**src/rtl/mem_traffic_gen.sv**
```systemverilog
// mem_traffic_gen: CPU-side traffic master for the cache cpu_req/gnt port.
// Issues num_txn_i write-then-read pairs to the same address (random, sequential or stride),
// checks each read against the data written and keeps transaction, error and latency stats.
//
// Ports:
//   clk_i, rst_ni          clock, asynchronous active-low reset
//   start_i                start a run (sampled only when idle or done)
//   mode_i                 0 random, 1 sequential, 2 stride, 3 sequential
//   num_txn_i, seed_i      number of pairs, LFSR seed (0 replaced by 1)
//   req_o/gnt_i            access request / completion handshake
//   rw_o, addr_o, wdata_o  access type (1 write), byte address, write data (0 on reads)
//   rdata_i                read data, valid in the gnt_i cycle of a read
//   busy_o, done_o         run in progress / run finished
//   timeout_o              run aborted because an access never completed
//   txn_cnt_o, err_cnt_o   completed accesses, read mismatches + timeouts (saturating)
//   lat_min_o, lat_max_o   access latency extremes in cycles
module mem_traffic_gen #(
  parameter int unsigned AddrWidth     = 32,
  parameter int unsigned DataWidth     = 32,
  parameter int unsigned AddrSpace     = 8192,
  parameter int unsigned StrideBytes   = 64,
  parameter int unsigned GapCycles     = 4,
  parameter int unsigned CntWidth      = 16,
  parameter int unsigned LatWidth      = 16,
  parameter int unsigned TimeoutCycles = 1023
) (
  input  logic                 clk_i,
  input  logic                 rst_ni,
  input  logic                 start_i,
  input  logic [1:0]           mode_i,
  input  logic [CntWidth-1:0]  num_txn_i,
  input  logic [31:0]          seed_i,
  output logic                 req_o,
  input  logic                 gnt_i,
  output logic                 rw_o,
  output logic [AddrWidth-1:0] addr_o,
  output logic [DataWidth-1:0] wdata_o,
  input  logic [DataWidth-1:0] rdata_i,
  output logic                 busy_o,
  output logic                 done_o,
  output logic                 timeout_o,
  output logic [CntWidth-1:0]  txn_cnt_o,
  output logic [CntWidth-1:0]  err_cnt_o,
  output logic [LatWidth-1:0]  lat_min_o,
  output logic [LatWidth-1:0]  lat_max_o
);

  localparam int unsigned BytesPerWord = DataWidth / 8;
  localparam int unsigned GapW = (GapCycles > 1) ? $clog2(GapCycles) : 1;
  localparam logic [AddrWidth-1:0] AddrMask =
      AddrWidth'(AddrSpace - 1) & ~AddrWidth'(BytesPerWord - 1);
  localparam logic [31:0] LfsrTaps = 32'h8020_0003;

  typedef enum logic [2:0] {StIdle, StGap, StWr, StRd, StDone} state_e;

  state_e                 state_q, state_d;
  logic [1:0]             mode_q, mode_d;
  logic [CntWidth-1:0]    num_q, num_d;
  logic [CntWidth-1:0]    pair_q, pair_d;
  logic [31:0]            lfsr_q, lfsr_d;
  logic [AddrWidth-1:0]   addr_q, addr_d;
  logic [AddrWidth-1:0]   seq_q, seq_d;
  logic [DataWidth-1:0]   wdata_q, wdata_d;
  logic [GapW-1:0]        gap_q, gap_d;
  logic                   rd_next_q, rd_next_d;
  logic [LatWidth-1:0]    lat_q, lat_d;
  logic                   timeout_q, timeout_d;
  logic [CntWidth-1:0]    txn_q, txn_d;
  logic [CntWidth-1:0]    err_q, err_d;
  logic [LatWidth-1:0]    lat_min_q, lat_min_d;
  logic [LatWidth-1:0]    lat_max_q, lat_max_d;

  logic [31:0]            lfsr_nxt;
  logic [31:0]            lfsr_rot;
  logic [DataWidth-1:0]   lfsr_rep;
  logic [LatWidth-1:0]    lat_new;
  logic [AddrWidth-1:0]   seq_step;

  // Galois LFSR, right-shifting form.
  assign lfsr_nxt = lfsr_q[0] ? ((lfsr_q >> 1) ^ LfsrTaps) : (lfsr_q >> 1);
  assign lfsr_rot = {lfsr_nxt[15:0], lfsr_nxt[31:16]};
  assign lat_new  = lat_q + LatWidth'(1);
  assign seq_step = (mode_q == 2'd2) ? AddrWidth'(StrideBytes) : AddrWidth'(BytesPerWord);

  always_comb begin
    lfsr_rep = '0;
    for (int i = 0; i < int'(DataWidth); i++) begin
      lfsr_rep[i] = lfsr_nxt[i % 32];
    end
  end

  always_comb begin
    state_d   = state_q;
    mode_d    = mode_q;
    num_d     = num_q;
    pair_d    = pair_q;
    lfsr_d    = lfsr_q;
    addr_d    = addr_q;
    seq_d     = seq_q;
    wdata_d   = wdata_q;
    gap_d     = gap_q;
    rd_next_d = rd_next_q;
    lat_d     = lat_q;
    timeout_d = timeout_q;
    txn_d     = txn_q;
    err_d     = err_q;
    lat_min_d = lat_min_q;
    lat_max_d = lat_max_q;

    unique case (state_q)
      StIdle, StDone: begin
        if (start_i) begin
          mode_d    = mode_i;
          num_d     = num_txn_i;
          lfsr_d    = (seed_i == 32'd0) ? 32'd1 : seed_i;
          pair_d    = '0;
          seq_d     = '0;
          timeout_d = 1'b0;
          txn_d     = '0;
          err_d     = '0;
          lat_min_d = '1;
          lat_max_d = '0;
          rd_next_d = 1'b0;
          gap_d     = GapW'(GapCycles - 1);
          state_d   = (num_txn_i == '0) ? StDone : StGap;
        end
      end

      StGap: begin
        lat_d = '0;
        if (gap_q == '0) begin
          if (rd_next_q) begin
            state_d = StRd;
          end else begin
            // New pair: step the LFSR once and fix address/data for both accesses.
            state_d = StWr;
            lfsr_d  = lfsr_nxt;
            wdata_d = lfsr_rep;
            if (mode_q == 2'd0) begin
              addr_d = AddrWidth'(lfsr_rot) & AddrMask;
            end else begin
              addr_d = seq_q & AddrMask;
              seq_d  = seq_q + seq_step;
            end
          end
        end else begin
          gap_d = gap_q - GapW'(1);
        end
      end

      StWr, StRd: begin
        if (gnt_i) begin
          txn_d = txn_q + CntWidth'(1);
          if (lat_new < lat_min_q) lat_min_d = lat_new;
          if (lat_new > lat_max_q) lat_max_d = lat_new;
          lat_d = '0;
          gap_d = GapW'(GapCycles - 1);
          if (state_q == StWr) begin
            rd_next_d = 1'b1;
            state_d   = StGap;
          end else begin
            if ((rdata_i != wdata_q) && (err_q != '1)) err_d = err_q + CntWidth'(1);
            pair_d    = pair_q + CntWidth'(1);
            rd_next_d = 1'b0;
            state_d   = (pair_d == num_q) ? StDone : StGap;
          end
        end else if (lat_new == LatWidth'(TimeoutCycles)) begin
          timeout_d = 1'b1;
          if (err_q != '1) err_d = err_q + CntWidth'(1);
          state_d = StDone;
        end else begin
          lat_d = lat_new;
        end
      end

      default: state_d = StIdle;
    endcase
  end

  always_ff @(posedge clk_i or negedge rst_ni) begin
    if (!rst_ni) begin
      state_q   <= StIdle;
      mode_q    <= 2'd0;
      num_q     <= '0;
      pair_q    <= '0;
      lfsr_q    <= 32'd1;
      addr_q    <= '0;
      seq_q     <= '0;
      wdata_q   <= '0;
      gap_q     <= '0;
      rd_next_q <= 1'b0;
      lat_q     <= '0;
      timeout_q <= 1'b0;
      txn_q     <= '0;
      err_q     <= '0;
      lat_min_q <= '1;
      lat_max_q <= '0;
    end else begin
      state_q   <= state_d;
      mode_q    <= mode_d;
      num_q     <= num_d;
      pair_q    <= pair_d;
      lfsr_q    <= lfsr_d;
      addr_q    <= addr_d;
      seq_q     <= seq_d;
      wdata_q   <= wdata_d;
      gap_q     <= gap_d;
      rd_next_q <= rd_next_d;
      lat_q     <= lat_d;
      timeout_q <= timeout_d;
      txn_q     <= txn_d;
      err_q     <= err_d;
      lat_min_q <= lat_min_d;
      lat_max_q <= lat_max_d;
    end
  end

  // Decoded straight from the state register so req_o falls as soon as reset asserts.
  assign req_o     = (state_q == StWr) || (state_q == StRd);
  assign rw_o      = (state_q == StWr);
  assign addr_o    = addr_q;
  assign wdata_o   = rw_o ? wdata_q : '0;
  assign busy_o    = (state_q == StGap) || req_o;
  assign done_o    = (state_q == StDone);
  assign timeout_o = timeout_q;
  assign txn_cnt_o = txn_q;
  assign err_cnt_o = err_q;
  assign lat_min_o = lat_min_q;
  assign lat_max_o = lat_max_q;

endmodule

```
**config.mk**
```make
export PLATFORM = sky130hd
export DESIGN_NAME = mem_traffic_gen
export DESIGN_NICKNAME = d
export VERILOG_FILES = /design/src/rtl/mem_traffic_gen.sv
export SDC_FILE = /design/constraint.sdc
export NUM_CORES = 1
export LEC_CHECK = 0
export BUFFER_PORTS_ARGS = -buffer_cell sky130_fd_sc_hd__buf_2
export CAP_MARGIN = 5
export CORE_MARGIN = 2
export CORE_UTILIZATION = 57
export DETAILED_ROUTE_END_ITERATION = 8
export PLACE_DENSITY = 0.9
export SLEW_MARGIN = 20
export SYNTH_ARGS = -nofsm -noshare
export SYNTH_HDL_FRONTEND = slang
export SYNTH_SLANG_ARGS = --single-unit
export TNS_END_PERCENT = 5
```
**constraint.sdc**
```tcl
create_clock -name clk_i -period 4.43 [get_ports clk_i]
set_clock_uncertainty 0.2 [all_clocks]
set_input_delay 0.443 -clock clk_i [delete_from_list [all_inputs] [get_ports clk_i]]
set_output_delay 0.443 -clock clk_i [all_outputs]
set_load 0.01 [all_outputs]
```
==> summary.md <==
| Metric | Value |
|---|---|
| Post-CTS Hold Fix Bufs | `43` |
| Number of synthesized flops with an enable pin | `0` |
| Top_reg_cell synth | `dfrtp_1` |
| CTS Buf Count | `24` |
| Final cell count without fillers | `about 1800` |
| Syn Inst Count | `roughly 1300` |
| RSZ-0062 raised after global routing | `false` |
| Synth Area in Adders | `between 4 and 5%` |
| Critical Path Max Stage Delay | `slightly below 0.6 ns` |
| Area grow syn2layout | `20.02%` |
| Detail Route Antenna Nets | `0` |
| Critical-path maximum fanout | `13` |
| Initial antenna violation count | `2` |
| Sequential element share of the synthesized area | `44.36%` |
| Die X-Extent | `147.4 um` |
| Die area | `21730 um2` |
| Cell Chain, Critical Path | `ha_1, nand3_4, nor4_1, xnor2_1, inv_1, ha_1, nand4_1, or2_2, a211o_1, o2111ai_1, nor2_1, nor2_4, mux2_2` |
| Slew headroom | `approximately a third` |
| CP Data Required Time | `roughly 4.6 ns` |
| Clock buffer depth | `3` |
| Share of cells above drive strength 1 | `between 10% and 20%` |
| Highest-delay cell along the critical path | `dfrtp_1` |
| Area leader, netlist | `dfrtp_1` |
| Mux share of post-synthesis cell area | `1.974%` |
| Mapped Area | `between 10000 and 15000 um2` |
| Worst-Skew Late Latency | `around 0.53 ns` |
| Vias | `about 11000` |
| Final setup violation count | `0` |
| Compound-cell area share of the yosys netlist | `between 10% and 20%` |
| Clock-pin slew on the worst setup and hold paths | `0.06 ns` |
| Htree depth | `1` |
| TNS Setup | `0 ns` |
| Io pins | `approximately 220` |
| CP Capture Type | `flip-flop` |
| Clock Sinks | `a little over 200` |
| Vias in the first global route | `around 11000` |
| CTS tree | `done` |
| Post-synth ARST share | `100.0%` |
| Worst Setup Path Type | `reg2reg` |
| Synth Area in XOR/XNOR | `7.737%` |
| Total global-route track usage | `between 20% and 30%` |
| Mean Syn Cell Area | `8.717 um2` |
| Setup Buffers After CTS | `0` |
| Reg2Reg Depth | `13` |
| FMAX | `between 200 and 250 MHz` |
| Largest net degree at the start of global routing | `between 100 and 150` |
| Top cells by area, synth | `dfrtp_1 41%, nand2_1 9.6%, xnor2_1 5.2%` |
| Synth top area share | `between 40% and 50%` |
| Worst path most repeated cell | `ha_1` |
| HPWL after detailed placement | `~22000 um` |
| First-pass DRT Iterations | `6` |
| Fin crit period | `~4.0 ns` |
| Max-slew violation count | `0` |
| Placed Cells | `between 1500 and 2000` |
| Hold Crit Class | `in2reg` |
| Post_cts resized | `0` |
| DRT iter0 DRCs | `950` |
| Root buffer cell | `clkbuf_16` |
| Power Density | `around 500 nW/um2` |
| Max cap viols | `0` |
| Slew @ Worst Pin | `~1 ns` |
| WL/cell | `around 18 um` |
| Critical Path Source Type | `flip-flop` |
| Final hold violation count | `0` |
| IO buf count | `197` |
| Total congestion overflow | `0` |
| Initial Util | `57.94%` |
| DIE HEIGHT | `roughly 150 um` |
| GP Congestion | `~0.90` |
| CP arrival | `4.24 ns` |
| Drt via density | `slightly below 6` |
| Core area | `about 20000 um2` |
| Global-route wire length before repair | `53110 um` |
| Hold Crit Depth | `3` |
| Max rail drop VDD | `0.3177 mV` |
| Leak Pwr | `roughly 7.1 nW` |
| # rows | `52` |
| Distinct cells, synth | `73` |
| Commonest cells in the netlist | `299 x nand2_1, 190 x dfrtp_1, 115 x o21ai_0, 92 x nor2_1, 69 x xnor2_1` |
| Final wirelength | `~33000 um` |
| Main combinational cell family by area after synthesis | `simple AND/OR/NAND/NOR gates` |
| Outcome | `completed` |
| #FFs+latches synth | `a little over 200` |
| Drc violations | `0` |
| Worst hold slack | `a little over 0.02 ns` |
| Final #Nets | `around 1700` |
| Post-Synth Simple-Gate Area | `23.80%` |
| Count leader, synth | `nand2_1` |
| Fin crit share | `around nine tenths` |
| Synth warnings | `0` |
## through the flow
stage	util [%]	power (mW)	instance area (um2)	worst slack, ns
6_report	69.54	7.217	14070	0.3862
5_1_grt	69.54	7.615	14070	0.1669
4_1_cts	69.52	7.155	14070	0.4274
3_5_place_dp	63.42	5.112	12830	0.4515
3_3_place_gp	63.42	5.006	12830	0.5627
2_1_floorplan	-	4.332	11800	0.8969
## layout make-up
cell class              instances  area [um2]
diodes                          2       5.005
fillers                      1464        6163
clock inverters                10       117.6
well taps                     270       337.8
flip-flops and latches        207        5201
repair buffers                255        1550
multi-input cells            1012        5964
inverters                      56       210.2
clock buffers                  33       684.4
## registers in the layout, summed over array words and instances (netlist names)
register and cells:
num_q 16, err_cnt_o 16, rd_next_q 1, mode_q 2, timeout_o 1, pair_q 16
state_q 3, txn_cnt_o 16, lat_q 16, seq_q 11, gap_q 2, lat_max_o 16
wdata_q 32, lat_min_o 16, addr_o 11, lfsr_q 32
## layout by cell type, fill, tap and decap left out, types with 28 or more instances in the layout
| cell type | Yosys | routed |
|---|---|---|
| nand4_1 | 32 | 32 |
| and3_1 | 49 | 49 |
| nor2_1 | 92 | 91 |
| xnor2_1 | 69 | 69 |
| inv_1 | 55 | 55 |
| ha_1 | 38 | 38 |
| nand2_1 | 299 | 299 |
| buf_2 | 7 | 196 |
| dfrtp_1 | 190 | 190 |
| xor2_1 | 32 | 32 |
| dlygate4sd3_1 | 0 | 43 |
| o21ai_0 | 115 | 115 |
| nand3_1 | 28 | 28 |
## where the power goes
group	switching, mW	internal [mW]	leakage (nW)
combinational	1.36	0.839	3.99
sequential	0.567	2.44	2.70
clock	0.805	1.20	0.395
## critical path: cells and delay by family (launching register included)
family | cells | cell delay (ns)
and+or+nand+nor | 6 | 1.34
adders and majority gates | 2 | 0.67
DFF | 1 | 0.59
muxes | 1 | 0.38
AOI/OAI and AO/OA | 2 | 0.35
buffers and inverters | 1 | 0.13
xor gates and xnor gates | 1 | 0.28
## per-layer routing
metal | GRT usage (%) | vias up | wire length, um
met4 | 14.23 | 0 | 1600
met2 | 49.74 | 545 | 16090
li1 | - | 5016 | -
met5 | 0 | - | 0
met1 | 38.93 | 5146 | 13030
met3 | 4.568 | 110 | 2366
## cells by family after synthesis
kind of cell               count (synthesis)
xor gates and xnor gates                 102
other                                      1
muxes                                     23
adders and majority gates                 39
AOI/OAI and AO/OA                        236
and+or+nand+nor                          591
buffers and inverters                    146
DFF                                      207
## final timing paths
check / start / to / slack, ns
max: lat_q[0] / lat_max_o[1] / 0.39
min: seed_i[16] / lfsr_q[16] / 0.02
max reg2reg: lat_q[0] / lat_max_o[1] / 0.39
min reg2reg: gap_q[0] / gap_q[0] / 0.27
max in group asynchronous: rst_ni / lfsr_q[0] / 2.60
min in group asynchronous: rst_ni / lat_q[8] / 0.45
Note: power is estimated with default switching activity, not from simulation.
